[config.mk]
export PLATFORM = sky130hd
export DESIGN_NAME = hovalaag_io_port
export DESIGN_NICKNAME = d
export VERILOG_FILES = /design/src/rtl/hovalaag_io_pkg.sv /design/src/rtl/hovalaag_stream_fifo.sv /design/src/rtl/hovalaag_io_port.sv
export SDC_FILE = /design/constraint.sdc
export NUM_CORES = 1
export LEC_CHECK = 0
export BUFFER_PORTS_ARGS = -buffer_cell sky130_fd_sc_hd__buf_2
export CAP_MARGIN = 20
export CORE_ASPECT_RATIO = 0.6
export CORE_MARGIN = 4
export CORE_UTILIZATION = 45
export DETAILED_ROUTE_END_ITERATION = 10
export GPL_TIMING_DRIVEN = 0
export PLACE_DENSITY = 0.65
export SLEW_MARGIN = 10
export SYNTH_ARGS = -nofsm -noshare
export SYNTH_HDL_FRONTEND = slang
export SYNTH_SLANG_ARGS = --single-unit
[constraint.sdc]
create_clock -name clk -period 3.9 [get_ports clk]
set_input_delay 0.195 -clock clk [delete_from_list [all_inputs] [get_ports clk]]
set_output_delay 0.195 -clock clk [all_outputs]
set_load 0.02 [all_outputs]
[src/rtl/hovalaag_io_pkg.sv]
// rtl/hovalaag_io_pkg.sv - shared constants and helpers for the Hovalaag I/O port
// Holds the default data width and queue depth, the output-queue select codes,
// and the pointer-width helper used to size queue pointers and counts.
package hovalaag_io_pkg;

    localparam int W_DEFAULT     = 12;
    localparam int DEPTH_DEFAULT = 16;

    // OUT_select encoding
    localparam logic SEL_OUT1 = 1'b0;
    localparam logic SEL_OUT2 = 1'b1;

    // Ceiling log2, evaluated at elaboration to size pointers.
    function automatic int clog2(input int n);
        int r;
        r = 0;
        while ((1 << r) < n) begin
            r = r + 1;
        end
        return r;
    endfunction

endpackage

[src/rtl/hovalaag_stream_fifo.sv]
// rtl/hovalaag_stream_fifo.sv - single-clock circular queue used for every Hovalaag stream
// Ports:
//   clk, rst           clock, asynchronous active-high reset
//   push, push_data    write request and word
//   pop                remove the head (no-op when empty)
//   head               word at the read pointer, 0 when empty
//   empty, full        occupancy status
//   pop_err            high in any cycle where pop is requested on an empty queue
module hovalaag_stream_fifo
    import hovalaag_io_pkg::*;
#(
    parameter int W     = W_DEFAULT,
    parameter int DEPTH = DEPTH_DEFAULT
) (
    input  logic         clk,
    input  logic         rst,
    input  logic         push,
    input  logic [W-1:0] push_data,
    input  logic         pop,
    output logic [W-1:0] head,
    output logic         empty,
    output logic         full,
    output logic         pop_err
);

    localparam int PW = clog2(DEPTH);
    localparam logic [PW:0] FULL_COUNT = (PW+1)'(DEPTH);

    logic [W-1:0]  mem [DEPTH];
    logic [PW-1:0] rd_ptr;
    logic [PW-1:0] wr_ptr;
    logic [PW:0]   count;

    logic do_pop;
    logic do_push;

    assign empty   = (count == '0);
    assign full    = (count == FULL_COUNT);
    assign do_pop  = pop && !empty;
    // A pop in the same cycle frees a slot, so a push onto a full queue still lands.
    assign do_push = push && (!full || do_pop);
    assign pop_err = pop && empty;

    assign head = empty ? '0 : mem[rd_ptr];

    // Storage is deliberately not reset; every read is masked by empty.
    always_ff @(posedge clk) begin
        if (do_push) begin
            mem[wr_ptr] <= push_data;
        end
    end

    // Pointers wrap naturally at DEPTH because DEPTH is a power of two.
    always_ff @(posedge clk or posedge rst) begin
        if (rst) begin
            rd_ptr <= '0;
            wr_ptr <= '0;
            count  <= '0;
        end else begin
            if (do_pop) begin
                rd_ptr <= rd_ptr + 1'b1;
            end
            if (do_push) begin
                wr_ptr <= wr_ptr + 1'b1;
            end
            case ({do_push, do_pop})
                2'b10:   count <= count + 1'b1;
                2'b01:   count <= count - 1'b1;
                default: count <= count;
            endcase
        end
    end

endmodule

[src/rtl/hovalaag_io_port.sv]
// rtl/hovalaag_io_port.sv - host-side endpoint of the Hovalaag CPU stream interface
// Ports:
//   clk, rst                      clock, asynchronous active-high reset
//   in1_*/in2_*                   host push side of the two input queues
//   IN1/IN2, IN1_adv/IN2_adv      CPU view of the input heads and their pop strobes
//   OUT, OUT_valid, OUT_select    CPU output word capture and queue select
//   out1_*/out2_*                 host drain side of the two output queues
//   underflow, overflow           sticky error flags, bit 0 = queue 1, bit 1 = queue 2
//   clr_flags                     synchronous clear of both flag registers
module hovalaag_io_port
    import hovalaag_io_pkg::*;
#(
    parameter int DEPTH = DEPTH_DEFAULT,
    parameter int W     = W_DEFAULT
) (
    input  logic         clk,
    input  logic         rst,
    input  logic [W-1:0] in1_data,
    input  logic [W-1:0] in2_data,
    input  logic         in1_valid,
    input  logic         in2_valid,
    output logic         in1_ready,
    output logic         in2_ready,
    output logic [W-1:0] IN1,
    output logic [W-1:0] IN2,
    input  logic         IN1_adv,
    input  logic         IN2_adv,
    input  logic [W-1:0] OUT,
    input  logic         OUT_valid,
    input  logic         OUT_select,
    output logic [W-1:0] out1_data,
    output logic [W-1:0] out2_data,
    output logic         out1_valid,
    output logic         out2_valid,
    input  logic         out1_ready,
    input  logic         out2_ready,
    output logic [1:0]   underflow,
    output logic [1:0]   overflow,
    input  logic         clr_flags
);

    logic in1_full, in2_full;
    logic in1_empty, in2_empty;
    logic in1_pop_err, in2_pop_err;
    logic in1_push, in2_push;

    logic out1_full, out2_full;
    logic out1_empty, out2_empty;
    logic out1_pop, out2_pop;
    logic cap1, cap2;

    // Output pops are already gated by valid, so their pop_err can never fire.
    logic [1:0] unused_out_pop_err;
    logic unused_in_empty;

    logic [1:0] underflow_set;
    logic [1:0] overflow_set;

    // Input side: ready reflects only fullness, a same-cycle CPU pop is ignored.
    assign in1_ready = !in1_full;
    assign in2_ready = !in2_full;
    assign in1_push  = in1_valid && in1_ready;
    assign in2_push  = in2_valid && in2_ready;
    assign unused_in_empty = in1_empty ^ in2_empty;

    // Output side: OUT_select demux and host handshake.
    assign cap1       = OUT_valid && (OUT_select == SEL_OUT1);
    assign cap2       = OUT_valid && (OUT_select == SEL_OUT2);
    assign out1_valid = !out1_empty;
    assign out2_valid = !out2_empty;
    assign out1_pop   = out1_ready && out1_valid;
    assign out2_pop   = out2_ready && out2_valid;

    hovalaag_stream_fifo #(.W(W), .DEPTH(DEPTH)) u_in1 (
        .clk(clk), .rst(rst),
        .push(in1_push), .push_data(in1_data), .pop(IN1_adv),
        .head(IN1), .empty(in1_empty), .full(in1_full), .pop_err(in1_pop_err)
    );

    hovalaag_stream_fifo #(.W(W), .DEPTH(DEPTH)) u_in2 (
        .clk(clk), .rst(rst),
        .push(in2_push), .push_data(in2_data), .pop(IN2_adv),
        .head(IN2), .empty(in2_empty), .full(in2_full), .pop_err(in2_pop_err)
    );

    hovalaag_stream_fifo #(.W(W), .DEPTH(DEPTH)) u_out1 (
        .clk(clk), .rst(rst),
        .push(cap1), .push_data(OUT), .pop(out1_pop),
        .head(out1_data), .empty(out1_empty), .full(out1_full),
        .pop_err(unused_out_pop_err[0])
    );

    hovalaag_stream_fifo #(.W(W), .DEPTH(DEPTH)) u_out2 (
        .clk(clk), .rst(rst),
        .push(cap2), .push_data(OUT), .pop(out2_pop),
        .head(out2_data), .empty(out2_empty), .full(out2_full),
        .pop_err(unused_out_pop_err[1])
    );

    // A capture is dropped only when the queue is full and not draining this cycle.
    assign underflow_set = {in2_pop_err, in1_pop_err};
    assign overflow_set  = {cap2 && out2_full && !out2_pop,
                            cap1 && out1_full && !out1_pop};

    // Sticky flags; clear wins over a same-cycle set.
    always_ff @(posedge clk or posedge rst) begin
        if (rst) begin
            underflow <= '0;
            overflow  <= '0;
        end else if (clr_flags) begin
            underflow <= '0;
            overflow  <= '0;
        end else begin
            underflow <= underflow | underflow_set;
            overflow  <= overflow | overflow_set;
        end
    end

endmodule

==> results.json <==
{
  "first_global_vias": 16700,
  "dr.first_iter.drc_count": 1602,
  "synth_most_common_cell": "edfxtp_1",
  "h-tree-depth": 3,
  "dp_hpwl_mm": 45.1,
  "drt_wl_total_mm": 68.7,
  "path_cells": "or4_4, nor3b_4, buf_12, nor2_1, inv_1, ha_1, clkbuf_1, xor2_1, ha_1, nand2_1, nor2_1, o21ai_0, a31oi_1, xor2_1",
  "cp-end-kind": "register",
  "reg2reg_from": "u_out2.count[0]",
  "io_buffer_count": 102,
  "multiInputGateArea_sq_mm": 0.00786,
  "netlist_top_cells_count": "edfxtp_1 (768), mux4_2 (190), mux2i_1 (76), nor2_1 (61), dfrtp_1 (56)",
  "synth_edf_count": 768,
  "core_area_sq_mm": 0.0718,
  "ys_warn_count": 0,
  "crit_start": "u_out2.count[0]",
  "antenna_found_initial": 1,
  "vias_per_cell": 5.58,
  "gr-usage-met2_pct": 26.6,
  "swShare_pct": 31.8,
  "grt_max_degree": 53,
  "postSynthAreaPerCell_sq_um": 20.4,
  "area_growth_pct": 15.5,
  "busiest_layer": "met1",
  "die_x_microns": 356,
  "ir_drop_v": 0.000450,
  "cts_tree": "yes",
  "ctsRootBufferMaster": "clkbuf_16",
  "crit_fanout": 9,
  "track_usage_pct": 18.1,
  "p_int_mw": 18.6,
  "vias": 16100,
  "seq_area_sq_mm": 0.0245,
  "place_inst": 2713,
  "hold_viol_final": 0,
  "synth_area_sq_mm": 0.0327,
  "worst-setup-path-type": "reg -> reg",
  "hp-class": "in -> reg",
  "synth_fp_nets": 1685,
  "final_cells": 2882,
  "ant_nets": 0,
  "p_switching_mw": 8.69,
  "clock-sinks": 824,
  "p_seq_share_pct": 39.9,
  "worst_ep_required_time_ns": 4.44,
  "die_h_microns": 217,
  "synthCells": 1602,
  "met3_usage_pct": 3.71,
  "async_flop_share_pct": 6.80,
  "cap_viol_max_count": 0,
  "cts_buffers": 75,
  "yosysTopAreaCellShare_pct": 70.6,
  "gp_congestion": 0.772,
  "clockBufferDepth": 3,
  "slowest_delay_ns": 0.58,
  "path_clk_slew_ns": 0.07,
  "num_rows": 76,
  "fin_util_pct": 52.6,
  "nets": 1935,
  "met1_usage_pct": 28.1,
  "synthTopCellsByArea": "edfxtp_1 (71%), mux4_2 (13%), dfrtp_1 (4.3%), mux2i_1 (2.3%), ha_1 (1.3%)",
  "timing.hold.ws_ns": 0.0750,
  "finalWorstSetupSlack_ns": 0.481,
  "overflow": 0,
  "power.density_mw_per_mm2": 724,
  "pre_cts_ws_ns": -0.276,
  "grt_pass1_wl_mm": 105,
  "slew_viol_final": 0,
  "yosysUniqueCellTypes": 47,
  "setup_viol": 0,
  "clkPwrFrac_pct": 27.3,
  "setup.worst_path.start_class": "register",
  "critPathTopFamily": "simple AND/OR/NAND/NOR gates",
  "status": "completed",
  "leakage_nw": 12.5,
  "period_minus_slack_ns": 3.42,
  "fin_skew_ns": 0.0172,
  "synth_flop_cell": "edfxtp_1",
  "layout_worst_path_cycle_share_pct": 87.7,
  "worst_slew_pin_slew_ns": 0.907,
  "ios": 103,
  "start_util_pct": 45.5,
  "slew_headroom_pct": 39.5,
  "seq_area_frac_synth_pct": 74.9,
  "max_freq_ghz": 0.292,
  "dieArea_sq_mm": 0.0771,
  "p_comb_share_pct": 32.7,
  "drc": 0,
  "synth-seq-cells": 824,
  "avgRoutedWirePerCell_microns": 23.8,
  "first_pass_iters": 6,
  "min_from": "out2_ready",
  "clkLatencyLatePin_ns": 0.62,
  "path_buf_inv": 3,
  "fillers": 5626,
  "slowest_stage": "or4_4",
  "yosys.area.top_type": "edfxtp_1",
  "antennaDiodeCount": 0,
  "cp.arrival_ns": 3.96,
  "rsz0062_at_grt": "no",
  "drive_above_1_share_pct": 28.0
}
-- registers in the layout, indices dropped and copies added (netlist names), 4 cells and up --
register,flops
u_in1.count,5
u_in1.mem,192
u_in1.rd_ptr,4
u_in1.wr_ptr,4
u_in2.count,5
u_in2.mem,192
u_in2.rd_ptr,4
u_in2.wr_ptr,4
u_out1.count,5
u_out1.mem,192
u_out1.rd_ptr,4
u_out1.wr_ptr,4
u_out2.count,5
u_out2.mem,192
u_out2.rd_ptr,4
u_out2.wr_ptr,4
-- power by group through the flow --
stage	sequential, mW	combinational, mW	clock, mW
after floorplan	11.0	6.30	0
after global placement	11.1	8.70	0
after detailed placement	11.1	9.02	0
after CTS	10.9	9.07	7.65
after global routing	11.0	9.71	8.05
final	10.9	8.94	7.47
-- layout make-up --
class	instances	share of cell area (%)
Clock inverter	37	1.04
Timing Repair Buffer	173	3.15
Multi-Input combinational cell	662	20.8
Tap cell	975	3.23
Clock buffer	95	5.56
Buffer	90	1.08
Sequential cell	824	64.8
Inverter	26	0.265
-- layer usage --
layer	part of all wire (%)	up-vias
li1	-	7001
met1	45	8486
met2	45	505
met3	7.6	89
met4	1.8	0
met5	0	-
-- cells in the final DEF (no fill, tap or decap), types with 13 or more instances in the layout --
| cell | instances |
|---|---|
| ha_1 | 34 |
| buf_2 | 129 |
| edfxtp_1 | 768 |
| dfrtp_1 | 56 |
| nand2_1 | 41 |
| nand2b_1 | 13 |
| buf_1 | 15 |
| o21ai_0 | 17 |
| nor3_2 | 16 |
| inv_1 | 25 |
| mux2i_1 | 76 |
| clkbuf_1 | 51 |
| nor2_2 | 31 |
| nor2b_1 | 32 |
| xnor2_1 | 28 |
| nor2_1 | 30 |
| mux4_2 | 190 |
| xor2_1 | 16 |
| dlygate4sd3_1 | 36 |
| a211oi_1 | 48 |
| o22ai_1 | 23 |
| buf_4 | 33 |
| clkbuf_16 | 80 |
-- per-stage QoR --
step                cell area (sq um)  power [mW]  setup TNS [ns]
detailed placement              34800        20.1          -0.568
global route                    37700        28.7               0
floorplan                       32700        17.3               0
finish                          37700        27.3               0
global placement                34400        19.8          -0.161
CTS                             37700        27.6               0
-- what timing repair did --
action / 4_1_cts / 5_1_grt
pin swaps: 0 / 1
buffers inserted: 0 / 1
setup endpoints to repair: 4 / 2
gates resized for setup: 1 / 1
hold buffers: 36 / 0
endpoints found under the hold margin: 453 / 0
-- tightest hold or removal path: cells and delay by family --
kind	cells	cell delay, ns
buffers and inverters	2	0.24
xor gates and xnor gates	1	0.06
and+or+nand+nor	1	0.15
-- kinds of logic after synthesis --
family | after synthesis | synth area share (%)
flip-flops | 824 | 74.9
multiplexers | 272 | 15.6
AND/OR/NAND/NOR | 198 | 3.01
buffers and inverters | 116 | 1.55
AO/OA/AOI/OAI | 112 | 2.28
XOR/XNOR | 44 | 1.18
adder cells (fa/ha/maj) | 36 | 1.43
-- worst paths after layout --
| path | endpoint | slack (ns) | depth (start not counted) |
|---|---|---|---|
| min | u_out2.rd_ptr[0] | 0.08 | 4 |
| min in group asynchronous | u_in1.rd_ptr[0] | 0.61 | 4 |
| min reg2reg | u_out1.count[4] | 0.48 | 1 |
| max in group asynchronous | u_in2.count[1] | 2.71 | 5 |
| max | u_out2.count[4] | 0.48 | 14 |
| max reg2reg | u_out2.count[4] | 0.48 | 14 |
(Power assumes the default switching activity.)
